**config.mk**
```make
export PLATFORM = sky130hd
export DESIGN_NAME = pi_alu_mc
export DESIGN_NICKNAME = d
export VERILOG_FILES = /design/src/rtl/pi_alu_mc.sv
export SDC_FILE = /design/constraint.sdc
export NUM_CORES = 1
export LEC_CHECK = 0
export BUFFER_PORTS_ARGS = -buffer_cell sky130_fd_sc_hd__buf_2
export CAP_MARGIN = 20
export CORE_ASPECT_RATIO = 1.2
export CORE_MARGIN = 3
export CORE_UTILIZATION = 37
export DETAILED_ROUTE_END_ITERATION = 16
export PLACE_DENSITY = 0.56
export SLEW_MARGIN = 10
export SYNTH_ARGS = -nofsm -noshare
export SYNTH_HDL_FRONTEND = slang
export SYNTH_SLANG_ARGS = --single-unit
```
**constraint.sdc**
```tcl
create_clock -name clk -period 12.18 [get_ports clk]
set_input_delay 0.609 -clock clk [delete_from_list [all_inputs] [get_ports clk]]
set_output_delay 0.609 -clock clk [all_outputs]
set_load 0.02 [all_outputs]
```
**src/rtl/pi_alu_mc.sv**
```systemverilog
// PI arithmetic unit: single-cycle scaled add/sub with optional clamp, or a
// serial sign-magnitude shift-add fixed-point multiply.
module pi_alu_mc #(
  parameter int W        = 16,
  parameter int SAT_BITS = 12,
  parameter int FRAC     = 12
) (
  input  logic         clk,
  input  logic         rst,
  input  logic         start,
  input  logic [W-1:0] src1,
  input  logic [W-1:0] src0,
  input  logic         sub,
  input  logic         mult2,
  input  logic         mult4,
  input  logic         saturate,
  input  logic         multiply,
  output logic         busy,
  output logic         done,
  output logic [W-1:0] dst,
  output logic         sat_flag
);

  localparam int AW = 2*W - 2;
  localparam int PW = 2*W;
  localparam int CW = $clog2(W);

  localparam logic [W-1:0]          ONE   = W'(1);
  localparam logic [W-2:0]          ONE1  = (W-1)'(1);
  localparam logic signed [W-1:0]   SMAX  = W'((1 << (SAT_BITS-1)) - 1);
  localparam logic signed [W-1:0]   SMIN  = ~SMAX;
  localparam logic signed [PW-1:0]  MMAX  = (PW'(1) << (W-2)) - PW'(1);
  localparam logic signed [PW-1:0]  MMIN  = ~MMAX;

  typedef enum logic [1:0] {IDLE, MUL, FIN} state_t;
  state_t state, state_nx;

  logic [CW-1:0] cnt;
  logic [AW-1:0] acc, mcand;
  logic [W-2:0]  mplier;
  logic          neg;

  logic [W-1:0]  scaled, sum, add_dst;
  logic          add_sat;
  logic [W-2:0]  a_mag, b_mag;
  logic signed [PW-1:0] mag_ext, prod, shr;
  logic [W-1:0]  mul_dst;
  logic          mul_sat;

  assign busy = (state != IDLE);

  always_comb begin
    if (mult2)      scaled = src0 << 1;
    else if (mult4) scaled = src0 << 2;
    else            scaled = src0;
    sum     = src1 + (sub ? (~scaled + ONE) : scaled);
    add_dst = sum;
    add_sat = 1'b0;
    if (saturate) begin
      if ($signed(sum) > SMAX) begin
        add_dst = SMAX;
        add_sat = 1'b1;
      end else if ($signed(sum) < SMIN) begin
        add_dst = SMIN;
        add_sat = 1'b1;
      end
    end
  end

  always_comb begin
    a_mag = src1[W-2] ? (~src1[W-2:0] + ONE1) : src1[W-2:0];
    b_mag = src0[W-2] ? (~src0[W-2:0] + ONE1) : src0[W-2:0];
  end

  // Sign goes on before the arithmetic shift so negative products floor correctly.
  always_comb begin
    mag_ext = PW'(acc);
    prod    = neg ? -mag_ext : mag_ext;
    shr     = prod >>> FRAC;
    mul_dst = shr[W-1:0];
    mul_sat = 1'b0;
    if (shr > MMAX) begin
      mul_dst = MMAX[W-1:0];
      mul_sat = 1'b1;
    end else if (shr < MMIN) begin
      mul_dst = MMIN[W-1:0];
      mul_sat = 1'b1;
    end
  end

  always_comb begin
    state_nx = state;
    unique case (state)
      IDLE:    if (start && multiply) state_nx = MUL;
      MUL:     if (cnt == '0) state_nx = FIN;
      FIN:     state_nx = IDLE;
      default: state_nx = IDLE;
    endcase
  end

  always_ff @(posedge clk) begin
    if (rst) begin
      state    <= IDLE;
      cnt      <= '0;
      acc      <= '0;
      mcand    <= '0;
      mplier   <= '0;
      neg      <= 1'b0;
      dst      <= '0;
      sat_flag <= 1'b0;
      done     <= 1'b0;
    end else begin
      state <= state_nx;
      done  <= 1'b0;
      case (state)
        IDLE: begin
          if (start) begin
            if (multiply) begin
              mcand  <= AW'(a_mag);
              mplier <= b_mag;
              neg    <= src1[W-2] ^ src0[W-2];
              cnt    <= CW'(W-2);
              acc    <= '0;
            end else begin
              dst      <= add_dst;
              sat_flag <= add_sat;
              done     <= 1'b1;
            end
          end
        end
        MUL: begin
          if (mplier[0]) acc <= acc + mcand;
          mcand  <= mcand << 1;
          mplier <= mplier >> 1;
          cnt    <= cnt - CW'(1);
        end
        FIN: begin
          dst      <= mul_dst;
          sat_flag <= mul_sat;
          done     <= 1'b1;
        end
        default: ;
      endcase
    end
  end

endmodule
```
# Yosys cells after proc, flatten, opt, wreduce, memory -nomap -nowiden
# Cells that the tools add are included.
[word_totals]
ff_bits = 100
in_bits = 40
output_inout_bits = 19
[classes]
n_addsub = 7
order_cmp = 4
n_eq_ne = 8
muxes = 41
bitwise = 4
reduce_logical = 11
[op_table]
columns = ["operator", "n"]
rows = [
  ["two-way mux 16 bit", 10],
  ["two-way mux 30 bit", 5],
  ["case mux 30 bit (2 select lines)", 2],
  ["two-way mux 15 bit", 4],
  ["two-way mux 32 bit", 1],
  ["negation 30 -> 32 bit", 1],
  ["case mux 16 bit (2 select lines)", 1],
  ["adder 15 x 1 -> 15 bit (second input constant)", 2],
  ["adder 30 bit", 1],
  ["inverter 15 bit", 2],
  ["case mux 15 bit (2 select lines)", 1],
  ["greater-than comparator 20 x 15 -> 1 bit (second input constant)", 1],
  ["< comparator 20 x 15 -> 1 bit (second input constant)", 1],
  ["adder 16 x 1 -> 16 bit (second input constant)", 1],
  ["adder 16 bit", 1],
  ["greater-than comparator 16 x 12 -> 1 bit (second input constant)", 1],
  ["< comparator 16 x 12 -> 1 bit (second input constant)", 1],
  ["inverter 16 bit", 1],
  ["inequality test 2 bit (second input constant)", 6],
  ["two-way mux 1 bit", 9],
  ["AND reduction 3 bit", 3],
  ["two-way mux 4 bit", 2],
  ["case mux 4 bit (2 select lines)", 1],
  ["nonzero test 2 bit", 3],
  ["other kinds (12)", 14],
]

# Depth between registers and ports, before layout
[logic_depth]
word_depth = 13
depth_mapped = 28
mapped_depth_nobuf = 23

# Least setup slack after synthesis
# No wires, ideal clock.
[synth_timing]
path_kind = "input to register"
startpoint = "in mult2"
endpoint = "reg dst[4]"
arrival_ns = 5.628
required_time_ns = 12.122
setup_slack_ns = 6.494
stages = 26
n_path_buf = 4
path_cell_list = "buf_2 -> clkbuf_1 -> buf_1 -> buf_1 -> o31ai_1 -> inv_1 -> ha_1 -> nand3_1 -> a211oi_1 -> nand2_1 -> nand2_1 -> xnor2_1 -> ha_1 -> and4_1 -> or3b_1 -> a31oi_1 -> o21ai_0 -> o21ai_1 -> xnor2_1 -> inv_2 -> or3_1 -> ha_1 -> nand2_1 -> or3b_2 -> a31oi_1 -> a21o_1"
[synth_via]
elab_chain_cells = 12
elab_cells_between_ends = 13
[synth_rtl]
columns = ["element", "line_no", "text"]
rows = [
  ["from (decl)", "14", "input logic mult2,"],
  ["two-way mux 16 bit *", "53", "if (mult2) scaled = src0 << 1;"],
  ["inverter 16 bit", "56", "sum = src1 + (sub ? (~scaled + ONE) : scaled);"],
  ["adder 16 x 1 -> 16 bit", "56", ""],
  ["two-way mux 16 bit *", "56", ""],
  ["adder 16 bit *", "56", ""],
  ["< comparator 16 x 12 -> 1 bit", "63", "end else if ($signed(sum) < SMIN) begin"],
  ["two-way mux 16 bit", "63", ""],
  ["two-way mux 16 bit", "60", "if ($signed(sum) > SMAX) begin"],
  ["two-way mux 16 bit *", "59", "if (saturate) begin"],
  ["two-way mux 16 bit *", "118", "if (multiply) begin"],
  ["two-way mux 16 bit *", "117", "if (start) begin"],
  ["case mux 16 bit (2 select lines) *", "115", "case (state)"],
  ["to (signal assigned)", "125", "dst <= add_dst;"],
  ["to (signal assigned)", "138", "dst <= mul_dst;"],
  ["to (decl)", "20", "output logic [W-1:0] dst,"],
]
# Mark *: on every way between the ends. The rest lies on a longest branch, timed or not. The select of a mux whose other input is x is not followed.
# A chain may end at the register's enable or synchronous reset.

# Worst setup path in the final report
[layout_timing]
startpoint = "in mult4"
endpoint = "reg dst[4]"
[layout_via]
elab_chain_cells = 13
elab_cells_between_ends = 14
[layout_rtl]
columns = ["element", "line_no", "text"]
rows = [
  ["from (decl)", "15", "input logic mult4,"],
  ["two-way mux 16 bit *", "54", "else if (mult4) scaled = src0 << 2;"],
  ["two-way mux 16 bit *", "53", ""],
  ["inverter 16 bit", "56", ""],
  ["adder 16 x 1 -> 16 bit", "56", ""],
  ["two-way mux 16 bit *", "56", ""],
  ["adder 16 bit *", "56", ""],
  ["< comparator 16 x 12 -> 1 bit", "63", ""],
  ["two-way mux 16 bit", "63", ""],
  ["two-way mux 16 bit", "60", ""],
  ["two-way mux 16 bit *", "59", ""],
  ["two-way mux 16 bit *", "118", ""],
  ["two-way mux 16 bit *", "117", ""],
  ["case mux 16 bit (2 select lines) *", "115", ""],
]
# Marked as above.

==> run summary <==
Outcome -> complete, no violations
Top delay family on crit path -> simple AND/OR/NAND/NOR gates
Crit end category -> flip-flop
Startpoint types -> primary input
Crit-path cells -> buf_2 -> mux2i_1 -> nor2_1 -> a21oi_1 -> nand3_1 -> a211oi_1 -> nand2_1 -> nand2_1 -> xnor2_1 -> ha_1 -> and4_1 -> or3b_1 -> a31oi_1 -> o21ai_0 -> o21ai_1 -> xnor2_1 -> inv_2 -> or3_1 -> ha_1 -> nand2_1 -> or3b_2 -> a31oi_1 -> a21o_1
R2R setup slack -> 9.01 ns
Final instance area -> 0.00851 mm2
Clock Latency Late Sink -> 0.36 ns
Worst setup path end -> dst[4]
Worst VDD drop -> 60.5 uV
Syn_nets -> 1098
Clk sinks -> 100
Die height -> 165 um
Worst Skew -> 0.0131 ns
Ant. Diodes -> 0
# port buffers -> 58
TNS Setup -> 0 ns
Cts hold-fix bufs -> 0
Wire length per cell -> 17.4 um
Area post-placement -> 0.00821 mm2
Syn. warnings -> 0
CTS buffer count -> 9
Clk buf depth -> 2
Layout area overhead -> 8.99%
Most used cell, CP -> nand2_1
Core Box Area -> 0.0205 mm2
CTS H-Tree Depth -> 3
Multi-input gate area -> 0.00544 mm2
Count of state elements after synthesis -> 100
Max Transition Viols Final -> 0
Vias per cell -> 5.79
Synth cell count leaders -> nor2_1, dfxtp_1, a21oi_1
Clk pin slew, worst setup/hold paths -> 0.07 ns
Worst hold path type -> flip-flop to flip-flop
Die area -> 0.0229 mm2
Crit path depth -> 23
Pin count of the biggest net entering global routing -> 79
Rows -> 57
CP max stage delay -> 0.50 ns
First-pass GRT wire length -> 36200 um
Synth area leader -> dfxtp_1
Top-count cell post-synth -> nor2_1
Bufs and invs on worst path -> 2
Nets -> 1110
CP Data Arrival Time -> 5.90 ns
WL final -> 22400 um
Top_reg_cell synth -> dfxtp_1
Detailed-placement wirelength estimate -> 16800 um
Final-layout fill cell count -> 2144
Worst R2R Start -> acc[0]
DR DRC count -> 0
Ys async rst share -> 0
Req. time, crit path -> 12.48 ns
Number of buffers added for setup after CTS -> 0
Yosys top cell area share -> 0.256
DR pass1 iterations -> 5
Crit path launch -> mult4
Detailed router's first-iteration violation count -> 553
Max-slew headroom -> 0.304
Post-synthesis sequential area ratio -> 0.256
Post-synthesis cell type count -> 77
Unrepaired setup endpoints after global routing -> no
Reg area -> 0.00200 mm2
Fin. Hold Viols -> 0
Area contributors post-synth -> dfxtp_1, ha_1, nor2_1, xnor2_1, a21oi_1
Final setup violating endpoints -> 0
Routed via count -> 7449
GRT Total Usage -> 0.192
Synthesized cell area -> 0.00781 mm2
Global route overflow -> 0
Initial Util -> 0.381
# resized after CTS -> 0
Maximum operating frequency -> 0.179 GHz
Post-synthesis cell count -> 1004
Pwr dens -> 109 mW/mm2
Number of global-route vias before repair -> 6916
Worst-case reg-to-reg path depth -> 12
Clock Root Buffer -> clkbuf_16
# Max-Cap Violations -> 0
Antenna viol nets, final -> 0
Chip width -> 139 um
Leak -> 3.60 nW
Antenna violations before repair -> 2
Worst setup path category -> primary input to flip-flop
Critical R2R Capture -> acc[28]
Final period util -> 0.460
Share of layout cells above drive strength 1 -> 0.112
Number of synthesized flops with an enable pin -> 0
Io pins -> 59
Syn_area_per_cell -> 7.78 um2
TritonCTS clock tree -> done
Worst Path Max Fanout -> 19
Worst Tran Pin Value -> 1.04 ns
Slowest CP cell -> or3b_2
Final GP Congestion -> 0.928
Tmin final -> 5.60 ns
[worst min path at each step]
| stage | from | endpoint | slack, ns | cells past startpoint |
|---|---|---|---|---|
| final | dst[7] | dst[7] | 0.45 | 1 |
| after global routing | dst[7] | dst[7] | 0.47 | 1 |
| after CTS | dst[7] | dst[7] | 0.45 | 1 |
| after detailed placement | dst[7] | dst[7] | 0.44 | 1 |
| after global placement | dst[6] | dst[6] | 0.43 | 1 |
| after floorplan | cnt[3] | cnt[3] | 0.44 | 1 |
[placed cells by master (no fill, tap or decap), drive strengths merged, types with 11 or more instances in the layout]
| master | count |
|---|---|
| a21oi | 87 |
| inv | 31 |
| xnor2 | 55 |
| nor3 | 20 |
| nand2b | 13 |
| or3 | 11 |
| nor2 | 138 |
| buf | 63 |
| a21o | 24 |
| a211oi | 17 |
| dfxtp | 100 |
| xor2 | 31 |
| ha | 52 |
| a222oi | 26 |
| nand3 | 24 |
| o21ai | 64 |
| nand2 | 67 |
| a22oi | 28 |
| mux2i | 14 |
| a31oi | 12 |
[sequential cells by signal (all words and copies together), names as in the netlist]
name and count:
cnt 4, mcand 30, sat_flag 1, mplier 15, done 1, neg 1, state 2, dst 16
acc 30
[logic make-up after synthesis]
logic type,Yosys count,synth area share
DFF,100,0.256
buffers and inverters,91,0.0481
muxes,15,0.0194
AOI/OAI and AO/OA,322,0.280
xor gates and xnor gates,86,0.0965
adders and majority gates,54,0.0885
and+or+nand+nor,336,0.211
[routing by layer]
metal	vias up	part of all wire	global-route usage
met5	-	0.0012	0
met4	4	0.017	0.0553
met3	29	0.040	0.0325
met2	154	0.49	0.335
met1	3550	0.45	0.246
li1	3712	-	-
[where the power goes]
part | internal [mW] | total (mW) | switching, mW
logic | 0.105 | 0.279 | 0.173
registers | 0.344 | 0.358 | 0.0137
clock network | 0.144 | 0.287 | 0.143
[final cells by class]
cell class	count	area share
sequential	100	0.235
clock inverter	7	0.00868
clock buffer	9	0.0265
timing repair buffer	63	0.0385
multi-input combinational	813	0.639
tap	265	0.0390
inverter	29	0.0128
[stage by stage]
stage / power (mW) / hold slack, ns / setup WS [ns] / utilization / instances
floorplan: 0.571 / 0.444 / 6.49 / - / 1004
global placement: 0.644 / 0.431 / 6.43 / 0.401 / 1270
global route: 0.979 / 0.470 / 6.04 / 0.416 / 1286
finish: 0.923 / 0.449 / 6.58 / 0.416 / 1286
CTS: 0.930 / 0.455 / 6.58 / 0.416 / 1286
detailed placement: 0.643 / 0.438 / 6.20 / 0.401 / 1270
Power figures use the tool's default switching activity.
